## config.mk

```make
export PLATFORM = sky130hd
export DESIGN_NAME = seq_alu_flat
export DESIGN_NICKNAME = d
export VERILOG_FILES = /design/src/rtl/seq_alu_pkg.sv /design/src/rtl/seq_alu_if.sv /design/src/rtl/seq_alu_btn_debounce.sv /design/src/rtl/seq_alu.sv /design/src/flat_wrapper.sv
export SDC_FILE = /design/constraint.sdc
export NUM_CORES = 1
export LEC_CHECK = 0
export CAP_MARGIN = 20
export CORE_ASPECT_RATIO = 0.8
export CORE_MARGIN = 2
export CORE_UTILIZATION = 55
export DETAILED_ROUTE_END_ITERATION = 10
export PLACE_DENSITY_LB_ADDON = 0.15
export SKIP_CTS_REPAIR_TIMING = 1
export SYNTH_ARGS = -nofsm -noshare
export SYNTH_HDL_FRONTEND = slang
export SYNTH_SLANG_ARGS = --single-unit
```

## constraint.sdc

```tcl
create_clock -name CLK100MHZ -period 4.5 [get_ports CLK100MHZ]
set_clock_uncertainty 0.15 [all_clocks]
set_input_delay 0.9 -clock CLK100MHZ [delete_from_list [all_inputs] [get_ports CLK100MHZ]]
set_output_delay 0.9 -clock CLK100MHZ [all_outputs]
set_load 0.01 [all_outputs]
```

## src/rtl/seq_alu_pkg.sv

```systemverilog
`default_nettype none
// ============================================================================
//  Module   : seq_alu_pkg
//  Purpose  : Shared types and constants for the sequential switch/button ALU.
//             It holds the operation and FSM state enums, the button priority
//             table and a helper that picks the winning operation when more
//             than one press pulse arrives in the same cycle.
//  Revision : 1.0  - initial release
// ============================================================================
package seq_alu_pkg;

    typedef enum logic [2:0] {
        OP_LO   = 3'd0,   // leading-ones position
        OP_NO   = 3'd1,   // number of ones
        OP_ADD  = 3'd2,
        OP_SUB  = 3'd3,
        OP_MULT = 3'd4
    } op_t;

    typedef enum logic [1:0] {
        S_IDLE = 2'd0,
        S_CALC = 2'd1,
        S_DONE = 2'd2
    } state_t;

    localparam int c_NUM_BTNS = 5;

    // Button vector index -> operation; index 0 is the highest priority.
    // Index order: 0=BTNC, 1=BTNU, 2=BTND, 3=BTNL, 4=BTNR.
    localparam op_t c_BTN_PRIO_OP [c_NUM_BTNS] = '{OP_MULT, OP_LO, OP_NO, OP_ADD, OP_SUB};

    // Lowest set index wins. Scanning from the low-priority end lets each
    // higher-priority hit overwrite the previous choice.
    function automatic op_t pick_op(input logic [c_NUM_BTNS-1:0] press);
        op_t op;
        op = c_BTN_PRIO_OP[c_NUM_BTNS-1];
        for (int i = c_NUM_BTNS - 1; i >= 0; i--) begin
            if (press[i]) begin
                op = c_BTN_PRIO_OP[i];
            end
        end
        return op;
    endfunction

endpackage
`default_nettype wire

```

## src/rtl/seq_alu_if.sv

```systemverilog
`default_nettype none
// ============================================================================
//  Module   : seq_alu_if
//  Purpose  : Board-side bus of the sequential ALU: switch operands, the five
//             push buttons, the LED result and the BUSY flag.
//  Ports    : master - board/stimulus side (drives SW and buttons)
//             slave  - ALU side (drives LED and BUSY)
//  Revision : 1.0  - initial release
// ============================================================================
interface seq_alu_if #(
    parameter int BITS = 16
);
    logic [BITS-1:0] SW;
    logic            BTNC;
    logic            BTNU;
    logic            BTND;
    logic            BTNL;
    logic            BTNR;
    logic [BITS-1:0] LED;
    logic            BUSY;

    modport master (
        output SW, BTNC, BTNU, BTND, BTNL, BTNR,
        input  LED, BUSY
    );

    modport slave (
        input  SW, BTNC, BTNU, BTND, BTNL, BTNR,
        output LED, BUSY
    );
endinterface
`default_nettype wire

```

## src/rtl/seq_alu_btn_debounce.sv

```systemverilog
`default_nettype none
// ============================================================================
//  Module   : btn_debounce
//  Purpose  : Front end for one push button: 2-flop synchroniser, debounce
//             counter and rising-edge detector producing a 1-cycle press pulse.
//  Ports    : clk      in  clock
//             rst_n    in  asynchronous active-low reset
//             btn_i    in  raw asynchronous button level
//             press_o  out 1-cycle pulse on a debounced press
//  Revision : 1.0  - initial release
// ============================================================================
module btn_debounce #(
    parameter int DB_CYCLES = 500000
) (
    input  logic clk,
    input  logic rst_n,
    input  logic btn_i,
    output logic press_o
);
    localparam int c_CNT_W = (DB_CYCLES > 1) ? $clog2(DB_CYCLES) : 1;

    logic               sync1_q;
    logic               sync2_q;
    logic               stable_q;
    logic               stable_d;
    logic               stable_prev_q;
    logic [c_CNT_W-1:0] cnt_q;
    logic [c_CNT_W-1:0] cnt_d;

    always_ff @(posedge clk or negedge rst_n) begin
        if (!rst_n) begin
            sync1_q       <= 1'b0;
            sync2_q       <= 1'b0;
            stable_q      <= 1'b0;
            stable_prev_q <= 1'b0;
            cnt_q         <= '0;
        end else begin
            sync1_q       <= btn_i;
            sync2_q       <= sync1_q;
            stable_q      <= stable_d;
            stable_prev_q <= stable_q;
            cnt_q         <= cnt_d;
        end
    end

    // The counter only runs while the synchronised level disagrees with the
    // accepted level; a single agreeing cycle restarts the qualification.
    always_comb begin
        cnt_d    = '0;
        stable_d = stable_q;
        if (sync2_q != stable_q) begin
            if (cnt_q == c_CNT_W'(DB_CYCLES - 1)) begin
                stable_d = sync2_q;
            end else begin
                cnt_d = cnt_q + 1'b1;
            end
        end
    end

    assign press_o = stable_q & ~stable_prev_q;

endmodule
`default_nettype wire

```

## src/rtl/seq_alu.sv

```systemverilog
`default_nettype none
// ============================================================================
//  Module   : seq_alu
//  Purpose  : Clocked switch/button ALU. Debounced button presses latch the
//             switch operands and start a multi-cycle operation; the result
//             is registered onto LED and BUSY flags the operation in flight.
//  Ports    : CLK100MHZ   in  system clock
//             CPU_RESETN  in  asynchronous active-low reset
//             bus (slave) SW/BTN* in, LED/BUSY out (see seq_alu_if)
//  Revision : 1.0  - initial release
// ============================================================================
module seq_alu
    import seq_alu_pkg::*;
#(
    parameter int BITS      = 16,
    parameter int DB_CYCLES = 500000
) (
    input  logic       CLK100MHZ,
    input  logic       CPU_RESETN,
    seq_alu_if.slave   bus
);
    localparam int HALF    = BITS / 2;
    localparam int c_CNT_W = $clog2(BITS) + 1;

    logic [c_NUM_BTNS-1:0] btn_raw;
    logic [c_NUM_BTNS-1:0] press;

    state_t             state_q, state_d;
    op_t                op_q, op_d;
    logic [c_CNT_W-1:0] cnt_q, cnt_d;
    logic [c_CNT_W-1:0] last_cnt;
    logic [BITS-1:0]    opnd_q, opnd_d;    // captured SW, kept intact
    logic [BITS-1:0]    shift_q, shift_d;  // captured SW, consumed LSB first
    logic [BITS-1:0]    mcand_q, mcand_d;  // sign-extended A, shifted left
    logic [BITS-1:0]    acc_q, acc_d;
    logic [BITS-1:0]    led_q, led_d;
    logic [BITS-1:0]    a_ext;
    logic [BITS-1:0]    b_ext;

    // Index order must match c_BTN_PRIO_OP.
    assign btn_raw = {bus.BTNR, bus.BTNL, bus.BTND, bus.BTNU, bus.BTNC};

    generate
        for (genvar i = 0; i < c_NUM_BTNS; i++) begin : g_btn
            btn_debounce #(
                .DB_CYCLES (DB_CYCLES)
            ) u_db (
                .clk     (CLK100MHZ),
                .rst_n   (CPU_RESETN),
                .btn_i   (btn_raw[i]),
                .press_o (press[i])
            );
        end
    endgenerate

    assign a_ext = {{HALF{opnd_q[BITS-1]}}, opnd_q[BITS-1:HALF]};
    assign b_ext = {{HALF{opnd_q[HALF-1]}}, opnd_q[HALF-1:0]};

    // Index of the final iteration for the running operation.
    always_comb begin
        last_cnt = '0;
        case (op_q)
            OP_LO, OP_NO: last_cnt = c_CNT_W'(BITS - 1);
            OP_MULT:      last_cnt = c_CNT_W'(HALF - 1);
            default:      last_cnt = '0;
        endcase
    end

    always_ff @(posedge CLK100MHZ or negedge CPU_RESETN) begin
        if (!CPU_RESETN) begin
            state_q <= S_IDLE;
            op_q    <= OP_LO;
            cnt_q   <= '0;
            opnd_q  <= '0;
            shift_q <= '0;
            mcand_q <= '0;
            acc_q   <= '0;
            led_q   <= '0;
        end else begin
            state_q <= state_d;
            op_q    <= op_d;
            cnt_q   <= cnt_d;
            opnd_q  <= opnd_d;
            shift_q <= shift_d;
            mcand_q <= mcand_d;
            acc_q   <= acc_d;
            led_q   <= led_d;
        end
    end

    always_comb begin
        state_d = state_q;
        op_d    = op_q;
        cnt_d   = cnt_q;
        opnd_d  = opnd_q;
        shift_d = shift_q;
        mcand_d = mcand_q;
        acc_d   = acc_q;
        led_d   = led_q;

        case (state_q)
            S_IDLE: begin
                // Presses are only sampled here, so pulses while busy are lost.
                if (|press) begin
                    opnd_d  = bus.SW;
                    shift_d = bus.SW;
                    mcand_d = {{HALF{bus.SW[BITS-1]}}, bus.SW[BITS-1:HALF]};
                    acc_d   = '0;
                    cnt_d   = '0;
                    op_d    = pick_op(press);
                    state_d = S_CALC;
                end
            end

            S_CALC: begin
                case (op_q)
                    // Ascending scan: the last set bit seen is the highest.
                    OP_LO:   if (shift_q[0]) acc_d = BITS'(cnt_q) + BITS'(1);
                    OP_NO:   acc_d = acc_q + BITS'(shift_q[0]);
                    OP_ADD:  acc_d = a_ext + b_ext;
                    OP_SUB:  acc_d = a_ext - b_ext;
                    // B's MSB carries negative weight in two's complement.
                    OP_MULT: if (shift_q[0]) acc_d = (cnt_q == last_cnt) ? acc_q - mcand_q
                                                                          : acc_q + mcand_q;
                    default: acc_d = acc_q;
                endcase
                shift_d = shift_q >> 1;
                mcand_d = mcand_q << 1;
                cnt_d   = cnt_q + 1'b1;
                if (cnt_q == last_cnt) begin
                    state_d = S_DONE;
                end
            end

            S_DONE: begin
                led_d   = acc_q;
                state_d = S_IDLE;
            end

            default: state_d = S_IDLE;
        endcase
    end

    assign bus.LED  = led_q;
    assign bus.BUSY = (state_q != S_IDLE);

endmodule
`default_nettype wire

```

## src/flat_wrapper.sv

```systemverilog
// flat-port wrapper written by rule: the top's interface ports become plain ports
module seq_alu_flat import seq_alu_pkg::*;
#(
    parameter int BITS      = 16,
    parameter int DB_CYCLES = 500000
)
  (CLK100MHZ, CPU_RESETN, bus_SW, bus_BTNC, bus_BTNU, bus_BTND, bus_BTNL, bus_BTNR, bus_LED, bus_BUSY);
  seq_alu_if #(.BITS(BITS)) bus_i ();
  input  logic CLK100MHZ;
  input  logic CPU_RESETN;
  input wire logic [$bits(bus_i.SW)-1:0] bus_SW;
  input wire logic [$bits(bus_i.BTNC)-1:0] bus_BTNC;
  input wire logic [$bits(bus_i.BTNU)-1:0] bus_BTNU;
  input wire logic [$bits(bus_i.BTND)-1:0] bus_BTND;
  input wire logic [$bits(bus_i.BTNL)-1:0] bus_BTNL;
  input wire logic [$bits(bus_i.BTNR)-1:0] bus_BTNR;
  output wire logic [$bits(bus_i.LED)-1:0] bus_LED;
  output wire logic [$bits(bus_i.BUSY)-1:0] bus_BUSY;
  assign bus_i.SW = bus_SW;
  assign bus_i.BTNC = bus_BTNC;
  assign bus_i.BTNU = bus_BTNU;
  assign bus_i.BTND = bus_BTND;
  assign bus_i.BTNL = bus_BTNL;
  assign bus_i.BTNR = bus_BTNR;
  assign bus_LED = bus_i.LED;
  assign bus_BUSY = bus_i.BUSY;
  seq_alu #(.BITS(BITS), .DB_CYCLES(DB_CYCLES)) u_core (.CLK100MHZ(CLK100MHZ), .CPU_RESETN(CPU_RESETN), .bus(bus_i));
endmodule
```

==> results.md, run 1 <==
* Syn-to-layout area delta at 12.1%
* Hold_ws at ~200 ps
* Worst slew margin at 34.9%
* Die W at around 160 µm
* Post-layout utilization of the core at approximately 63%
* Largest net degree at the start of global routing at between 100 and 150
* EDFF count, synth at 0
* Power density cells at about 300 mW/mm²
* Number of global-route vias before repair at around 7500
* Post-synth top area share at between 40% and 50%
* I/O pin cnt at 40
* Crit path top cell by count: a21oi_1
* Fin nets at between 1000 and 1500
* Final setup violation count at 0
* Drt wl/cell at 15.8 µm
* Initial antenna violation count at 0
* Syn Std Cell Area at between 0.01 and 0.015 mm²
* CP startpoint kind: flip-flop
* Synthesized area per cell at between 9 and 10 µm²
* Top cells by count, synth: dfrtp_1 (205), nor2_1 (147), nand2_1 (90)
* Top delay family on crit path: compound AO/OA/AOI/OAI gates
* Max H-tree Level at 1
* Synth warnings at 0
* LEAKAGE at about 5.6 nW
* CP cell instances: buf_4 -> nand2b_1 -> o32a_2 -> nor2_2 -> a21oi_1 -> o21ai_0 -> ha_1 -> nor2b_1 -> o2111ai_1 -> a21oi_1 -> o31a_1 -> a311oi_1 -> xnor2_1 -> a221o_1
* CORE AREA at 0.0190 mm²
* Drt first pass iters at 5
* Floorplan row count at 45
* 1st-iter DRT viols at about 520
* Final min period at 3990 ps
* Worst Path Buf+Inv at 1
* Via count at ~7900
* RSZ-0062 raised after global routing: no
* Async SR Flop Fraction at 100%
* Required time worst endpoint at roughly 4700 ps
* Seq cells post-synth at roughly 210
* Fraction of layout cells with a size suffix above 1 at a little over 7%
* Primary FF master, synth: dfrtp_1
* Count leader, synth: dfrtp_1
* PortBufs at 39
* Post-Syn Instances at roughly 1100
* Syn Nets at around 1200
* Skew-Pair Late Insertion Delay at ~500 ps
* TritonCTS clock tree: built
* Pre-CTS setup slack at 572 ps
* Synth area leader: dfrtp_1
* Die height at 129 µm
* Die ar. at between 0.02 and 0.025 mm²
* Fin. Hold Viols at 0
* DP HPWL at 15.5 mm
* Initial Utilization at between 50% and 60%
* Status: complete, no violations
* Hold Crit Class: reg2reg
* Worst Setup Path Type: reg2reg
* Clock buffer depth at 3
* Reg clk slew, reported paths at 60 ps
* GRT Overall Usage at 22.1%
* Vias/cell at between 5 and 6
* Worst IR drop on VDD at 0.000243 V
* Final Slew Violations at 0
* Post-synth cell types at 72
* Critical path capture point type: flip-flop
* Critical Path AT at approximately 4200 ps
* Post-synthesis sequential area ratio at 48.1%
* Antenna Cells at 0
* CTS root buffer: clkbuf_16
* Tcrit/Tclk final at 88.6%
* CP Max Fanout at 18
* First-pass GRT wire length at approximately 38 mm
* Area contributors post-synth: dfrtp_1 (48%), xor2_1 (5.3%), nor2_1 (5.2%)
* Slowest Stage Delay on Critical Path at roughly 450 ps
* GRT overflow at 0
* Max-cap viol count at 0
* CTS Sinks at between 200 and 250
* Clock buffers created by TritonCTS at 21
* Fin Setup TNS at 0 ps
* GP Congestion at 0.875
* Worst-margin pin slew at 976 ps
* Detailed Route WL at 22.1 mm
* Remaining antenna violation count after routing at 0
* Setup WS post-layout at about 510 ps
* # DRC at 0
* CP max-delay cell: dfrtp_1
* Fmax at about 250 MHz
-- worst paths after layout --
kind                                              start                             end  slack (ps)  cells after the start
max                                      u_core.op_q[1]                u_core.acc_q[13]         510                     14
min                        u_core.g_btn[0].u_db.sync1_q    u_core.g_btn[0].u_db.sync2_q         200                      0
max reg2reg                              u_core.op_q[1]                u_core.acc_q[13]         510                     14
min reg2reg                u_core.g_btn[0].u_db.sync1_q    u_core.g_btn[0].u_db.sync2_q         200                      0
max in group asynchronous                    CPU_RESETN               u_core.bus.LED[0]        2920                      2
min in group asynchronous                    CPU_RESETN  u_core.g_btn[0].u_db.cnt_q[14]         350                      1
-- logic make-up after synthesis --
logic type	Yosys count	share of synthesized area, %
flops	205	48.1
compound gates	199	12.6
fa+ha+maj	41	5.02
simple gates	432	19.5
xor+xnor	116	9.52
mux	21	2.22
buf+inv	82	3.10
-- stage by stage --
stage	power (W)	std cells	instance area [µm²]
CTS	0.00364	1403	12000
global placement	0.00200	1365	11300
global route	0.00373	1403	12000
finish	0.00359	1403	12000
floorplan	0.00193	1096	10700
detailed placement	0.00200	1365	11300
-- cell type report --
type,count,area (µm²)
tap,258,323
timing repair buffer,52,504
clock buffer,33,601
sequential,205,5130
inverter,41,154
clock inverter,5,31.3
fill,1579,7020
multi-input combinational,809,5220
-- report_power, final --
group          switching [W]  internal [W]
Combinational      0.0000604     0.0000325
Clock               0.000706      0.000919
Sequential         0.0000126       0.00186
Total               0.000779       0.00281
-- layer usage --
| metal | share of wire [%] | GRT usage, % | routed length [µm] | vias to the layer above |
|---|---|---|---|---|
| met2 | 42 | 32.3 | 9290 | 178 |
| li1 | - | - | - | 3887 |
| met1 | 51 | 34.1 | 11200 | 3815 |
| met5 | 0 | 0 | 0 | - |
| met4 | 1.9 | 5.35 | 422 | 0 |
| met3 | 5.3 | 4.35 | 1170 | 32 |
-- registers in the layout, indices dropped and copies added, names as in the netlist --
name	flops
u_core.state_q	2
u_core.g_btn.u_db.sync2_q	5
u_core.cnt_q	5
u_core.opnd_q	16
u_core.mcand_q	16
u_core.shift_q	16
u_core.g_btn.u_db.cnt_q	95
u_core.bus.LED	16
u_core.g_btn.u_db.sync1_q	5
u_core.g_btn.u_db.stable_prev_q	5
u_core.acc_q	16
u_core.op_q	3
u_core.g_btn.u_db.stable_q	5
-- cell usage in the layout, fill, tap and decap left out, types with 15 or more instances in the layout --
| cell type | count |
|---|---|
| a21o_1 | 15 |
| dfrtp_1 | 205 |
| nor3_1 | 18 |
| a21oi_1 | 36 |
| ha_1 | 38 |
| a221o_1 | 26 |
| clkbuf_16 | 21 |
| nand3_1 | 54 |
| mux2_2 | 18 |
| xor2_1 | 65 |
| nor2_1 | 146 |
| and3_1 | 22 |
| nand2_1 | 90 |
| nand2b_1 | 18 |
| inv_1 | 40 |
| xnor2_1 | 51 |
| clkdlybuf4s50_1 | 38 |
| o21ai_0 | 65 |
Power figures use the tool's default switching activity.
==> run 2: changes to the inputs <==
--- a/config.mk
+++ b/config.mk
@@ -6,7 +6,7 @@
 export NUM_CORES = 1
 export LEC_CHECK = 0
 export CAP_MARGIN = 20
-export CORE_ASPECT_RATIO = 0.8
+export CORE_ASPECT_RATIO = 0.7
 export CORE_MARGIN = 2
 export CORE_UTILIZATION = 55
 export DETAILED_ROUTE_END_ITERATION = 10
==> constraint.sdc (replaced) <==
create_clock -name CLK100MHZ -period 4.5 [get_ports CLK100MHZ]
set_clock_uncertainty 0.15 [all_clocks]
set_input_delay 0.9 -clock CLK100MHZ [delete_from_list [all_inputs] [get_ports CLK100MHZ]]
set_output_delay 0.9 -clock CLK100MHZ [all_outputs]
set_load 0.02 [all_outputs]
==> results.md, run 2 (same netlist as run 1, synthesis figures left out) <==
* Metal2 WL at 8.87 mm (-4.6%)
* CTS root buffer: clkbuf_16
* Fraction of layout cells with a size suffix above 1 at 7.43% (+0.36 points)
* Fin nets at 1195 (+0.084%)
* CP Max Fanout at 12 (-6)
* CTS Sinks at 205 (unchanged)
* Pre-CTS setup slack at 629 ps (+56.7 ps)
* Hold Crit Class: reg2reg
* Reg clk slew, reported paths at 70 ps (about the same)
* Initial antenna violation count at 0 (unchanged)
* GP Congestion at 0.902 (+3.0%)
* Most frequent cells in the layout: dfrtp_1 (205), nor2_1 (146), nand2_1 (90)
* Number of global-route vias before repair at 7474 (+0.11%)
* Detailed Route WL at 22.3 mm (+0.75%)
* Fin. Hold Viols at 0 (unchanged)
* First-pass GRT wire length at 37.9 mm (+0.88%)
* Final min period at 3920 ps (-64.3 ps)
* Vias/cell at 5.60 (-0.77%)
* Final Slew Violations at 0 (unchanged)
* Post-layout utilization of the core at 63.4% (+0.41 points)
* Floorplan row count at 42 (-6.7%)
* Critical Path AT at 4160 ps (-50 ps)
* Die W at 170 µm (+6.7%)
* Drt first pass iters at 5 (unchanged)
* Max H-tree Level at 1 (unchanged)
* Largest net degree at the start of global routing at 108 (+5.9%)
* Initial Utilization at 56.3% (about the same)
* Commonest non-fill, non-tap cell in the layout: dfrtp_1
* Setup WS post-layout at 577 ps (+64.3 ps)
* RSZ-0062 raised after global routing: no
* GRT Overall Usage at 22.8% (+0.63 points)
* Remaining antenna violation count after routing at 0 (unchanged)
* Tcrit/Tclk final at 87.2% (-1.4 points)
* Max Used Layer: met4
* Worst IR drop on VDD at 0.000311 V (+28%)
* Worst-margin pin slew at 861 ps (-115 ps)
* 1st-iter DRT viols at 579 (+11%)
* Met3 routed WL at 1.37 mm (+17%)
* Reg-to-reg setup timing slack at 580 ps (+60 ps)
* Skew-Pair Late Insertion Delay at 510 ps (about the same)
* PortBufs at 39 (unchanged)
* Antenna Cells at 0 (unchanged)
* Via count at 7879 (-0.42%)
* LEAKAGE at 5.63 nW (+0.74%)
* TritonCTS clock tree: built
* Largest register FFs at 95 (unchanged)
* Worst slew margin at 42.6% (+7.7 points)
* Required time worst endpoint at 4730 ps (about the same)
* DP HPWL at 15.7 mm (+1.5%)
* Max-cap viol count at 0 (unchanged)
* Fin Setup TNS at 0 ps (unchanged)
* Die ar. at 0.0206 mm² (about the same)
* Syn-to-layout area delta at 12.8%
* GRT overflow at 0 (unchanged)
* Power density cells at 311 mW/mm² (+3.6%)
* Worst Setup Path Type: reg2reg
* CORE AREA at 0.0190 mm² (about the same)
* Critical path capture point type: flip-flop
* Final setup violation count at 0 (unchanged)
* Status: complete, no violations
* Clock buffers created by TritonCTS at 22 (+4.8%)
* Die height at 121 µm (-6.3%)
* Drt wl/cell at 15.8 µm (+0.40%)
* Hold_ws at 197 ps (-2.67 ps)
* Clock buffer depth at 3 (unchanged)
* I/O pin cnt at 40 (unchanged)
* Fmax at 255 MHz (+1.6%)
* Largest reg by FF count: u_core.g_btn.u_db.cnt_q
* CP startpoint kind: flip-flop
* # DRC at 0 (unchanged)
* Metal-1 WL at 11.8 mm (+4.5%)
[run 2: changes by cell type in the layout (fill, tap and decap cells not counted), sizes merged]
cell,change
inv,-1
clkbuf,-5
bufinv,+2
clkinv,+4
clkinvlp,-1
[run 2: final cells by class]
class | count | area, µm²
multi-input combinational | 809 | 5220
tap | 264 | 330
timing repair buffer | 52 | 504
clock buffer | 28 | 593
clock inverter | 9 | 106
fill | 1580 | 6940
sequential | 205 | 5130
inverter | 41 | 154
[run 2: routing by layer]
layer  global-route usage (%)  up-vias
li1                         -     3895
met1                     37.6     3760
met2                     30.8      197
met3                     3.80       27
met4                     5.13        0
met5                        0        -
[run 2: critical path, stage by stage (launching register included)]
cell and delay, ps:
dfrtp_1 470, o21a_1 200, o32a_2 360, nor2_2 230, buf_4 220, nor2_1 70, xor2_1 140, o21ai_0 160
ha_1 310, a21oi_1 170, o21ai_0 170, a211oi_1 250, nor2_1 100, o31ai_1 340, mux2i_1 120, or3_1 350
[run 2: through the flow]
step / power [W] / cell area [µm²] / cells
floorplan: 0.00193 / 10700 / 1096
global placement: 0.00200 / 11300 / 1371
detailed placement: 0.00200 / 11300 / 1371
CTS: 0.00378 / 12000 / 1408
global route: 0.00387 / 12000 / 1408
finish: 0.00374 / 12000 / 1408
[run 2: power by group]
part | switching (W) | internal (W)
logic | 0.0000610 | 0.0000327
clock network | 0.000729 | 0.00105
registers | 0.0000132 | 0.00186
[run 2: worst paths after layout]
kind	startpoint	end	cells past startpoint
max	u_core.op_q[1]	u_core.acc_q[14]	15
min	u_core.g_btn[1].u_db.sync1_q	u_core.g_btn[1].u_db.sync2_q	0
max reg2reg	u_core.op_q[1]	u_core.acc_q[14]	15
min reg2reg	u_core.g_btn[1].u_db.sync1_q	u_core.g_btn[1].u_db.sync2_q	0
max in group asynchronous	CPU_RESETN	u_core.g_btn[1].u_db.cnt_q[3]	2
min in group asynchronous	CPU_RESETN	u_core.g_btn[3].u_db.cnt_q[1]	1
==> run 3: changes to the inputs <==
--- a/config.mk
+++ b/config.mk
@@ -8,7 +8,7 @@
 export CAP_MARGIN = 20
 export CORE_ASPECT_RATIO = 0.7
 export CORE_MARGIN = 2
-export CORE_UTILIZATION = 55
+export CORE_UTILIZATION = 47
 export DETAILED_ROUTE_END_ITERATION = 10
 export PLACE_DENSITY_LB_ADDON = 0.15
 export SKIP_CTS_REPAIR_TIMING = 1
==> results.md, run 3 (same netlist as run 1, synthesis figures left out) <==
* Status: complete, no violations
* Dpl cell area at 0.0114 mm² (+0.26%)
* Die ar. at 0.0239 mm² (+17%)
* Worst IR drop on VDD at 0.000260 V (-17%)
* Critical path capture point type: flip-flop
* Non-filler cells, final at 1434 (+1.8%)
* CORE AREA at 0.0224 mm² (+18%)
* Metal2 WL at 9.00 mm (+1.5%)
* RSZ-0062 raised after global routing: no
* Met3 routed WL at 1.11 mm (-19%)
* Clock buffer depth at 3 (unchanged)
* Die height at 130 µm (+7.9%)
* Fin Setup TNS at 0 ps (unchanged)
* Largest net degree at the start of global routing at 96 (-11%)
* Tcrit/Tclk final at 92.0% (+4.9 points)
* Metal-1 WL at 12.7 mm (+8.4%)
* Worst slew margin at 40.8% (-1.8 points)
* Placed Cells at 1395 (+1.8%)
* Detailed Route WL at 23.2 mm (+3.8%)
* Skew-Pair Late Insertion Delay at 510 ps (about the same)
* Antenna Cells at 0 (unchanged)
* Number of global-route vias before repair at 7383 (-1.2%)
* Most frequent cells in the layout: dfrtp_1 (205), nor2_1 (146), nand2_1 (90)
* CP startpoint kind: flip-flop
* # DRC at 0 (unchanged)
* Required time worst endpoint at 4740 ps (about the same)
* PortBufs at 39 (unchanged)
* Commonest non-fill, non-tap cell in the layout: dfrtp_1
* GP Congestion at 0.857 (-5.0%)
* Initial Utilization at 47.5% (-8.7 points)
* Via count at 7873 (-0.076%)
* Largest reg by FF count: u_core.g_btn.u_db.cnt_q
* Final Slew Violations at 0 (unchanged)
* Max-cap viol count at 0 (unchanged)
* Worst Setup Path Type: reg2reg
* Die W at 184 µm (+8.0%)
* LEAKAGE at 5.63 nW (about the same)
* Max Used Layer: met4
* Remaining antenna violation count after routing at 0 (unchanged)
* Reg-to-reg setup timing slack at 360 ps (-220 ps)
* Final setup violation count at 0 (unchanged)
* TritonCTS clock tree: built
* GRT overflow at 0 (unchanged)
* Power density cells at 313 mW/mm² (+0.56%)
* Post-route cell area at 0.0121 mm² (+0.49%)
* Final min period at 4140 ps (+219 ps)
* Max H-tree Level at 1 (unchanged)
* Fraction of layout cells with a size suffix above 1 at 7.59% (+0.16 points)
* CTS Sinks at 205 (unchanged)
* DP HPWL at 16.0 mm (+1.9%)
* Floorplan row count at 46 (+9.5%)
* Fin. Hold Viols at 0 (unchanged)
* Fin nets at 1195 (unchanged)
* Initial antenna violation count at 0 (unchanged)
* CTS root buffer: clkbuf_16
* Hold_ws at 196 ps (-0.727 ps)
* Clock buffers created by TritonCTS at 22 (unchanged)
* Drt first pass iters at 5 (unchanged)
* Critical Path AT at 4390 ps (+230 ps)
* Hold Crit Class: reg2reg
* # fillers at 2013 (+27%)
* Worst-margin pin slew at 888 ps (+26.8 ps)
* GRT Overall Usage at 20.0% (-2.8 points)
* Vias/cell at 5.49 (-1.9%)
* 1st-iter DRT viols at 714 (+23%)
* I/O pin cnt at 40 (unchanged)
* Reg clk slew, reported paths at 70 ps (about the same)
* Largest register FFs at 95 (unchanged)
* Drt wl/cell at 16.2 µm (+2.0%)
* CP Max Fanout at 13 (+1)
* First-pass GRT wire length at 38.9 mm (+2.8%)
* Syn-to-layout area delta at 13.3%
* Fmax at 241 MHz (-5.3%)
[run 3: changes by cell type in the layout (fill, tap and decap cells not counted), sizes merged]
cell      before  now
clkbuf        29   33
clkinv         8    5
clkinvlp       0    2
bufinv         2    1
[run 3: layout make-up]
cell class	count	area [µm²]	area share (%)
multi-input combinational	809	5220	43.1
sequential	205	5130	42.4
clock buffer	32	648	5.36
inverter	41	154	1.27
tap	288	360	2.98
clock inverter	7	80.1	0.662
timing repair buffer	52	504	4.17
[run 3: final timing paths]
path | cells past startpoint | endpoint | start
setup / recovery | 15 | u_core.acc_q[13] | u_core.op_q[0]
hold / removal | 0 | u_core.g_btn[2].u_db.sync2_q | u_core.g_btn[2].u_db.sync1_q
setup reg to reg | 15 | u_core.acc_q[13] | u_core.op_q[0]
hold reg to reg | 0 | u_core.g_btn[2].u_db.sync2_q | u_core.g_btn[2].u_db.sync1_q
max in group asynchronous | 2 | u_core.mcand_q[12] | CPU_RESETN
min in group asynchronous | 1 | u_core.g_btn[2].u_db.cnt_q[10] | CPU_RESETN
[run 3: per-layer routing]
metal | vias to the layer above | track usage [%]
li1 | 3900 | -
met1 | 3790 | 32.3
met2 | 156 | 28.2
met3 | 27 | 3.60
met4 | 0 | 3.11
met5 | - | 0
[run 3: metrics by stage]
stage | worst slack [ps] | power, W | util, %
after floorplan | 561 | 0.00193 | -
after global placement | 510 | 0.00200 | 50.6
after detailed placement | 374 | 0.00200 | 50.6
after CTS | 375 | 0.00384 | 53.9
after global routing | 73.7 | 0.00392 | 53.9
final | 358 | 0.00378 | 53.9
[run 3: where the power goes]
| part | total, W | internal, W | switching (W) |
|---|---|---|---|
| clock network | 0.00181 | 0.00106 | 0.000751 |
| registers | 0.00187 | 0.00186 | 0.0000129 |
| logic | 0.0000958 | 0.0000332 | 0.0000626 |
| total | 0.00378 | 0.00295 | 0.000826 |
[run 3: critical path, stage by stage, from the launching register on]
cell      delay (ps)
dfrtp_1          480
o21a_1           220
o32a_2           360
nor2_2           210
buf_4            230
a21oi_1           70
xor2_1           150
o21ai_0          210
ha_1             340
a21o_1           200
a31oi_1          210
a21oi_1          130
o31a_1           340
a311oi_1         330
xnor2_1          100
a221o_1          290
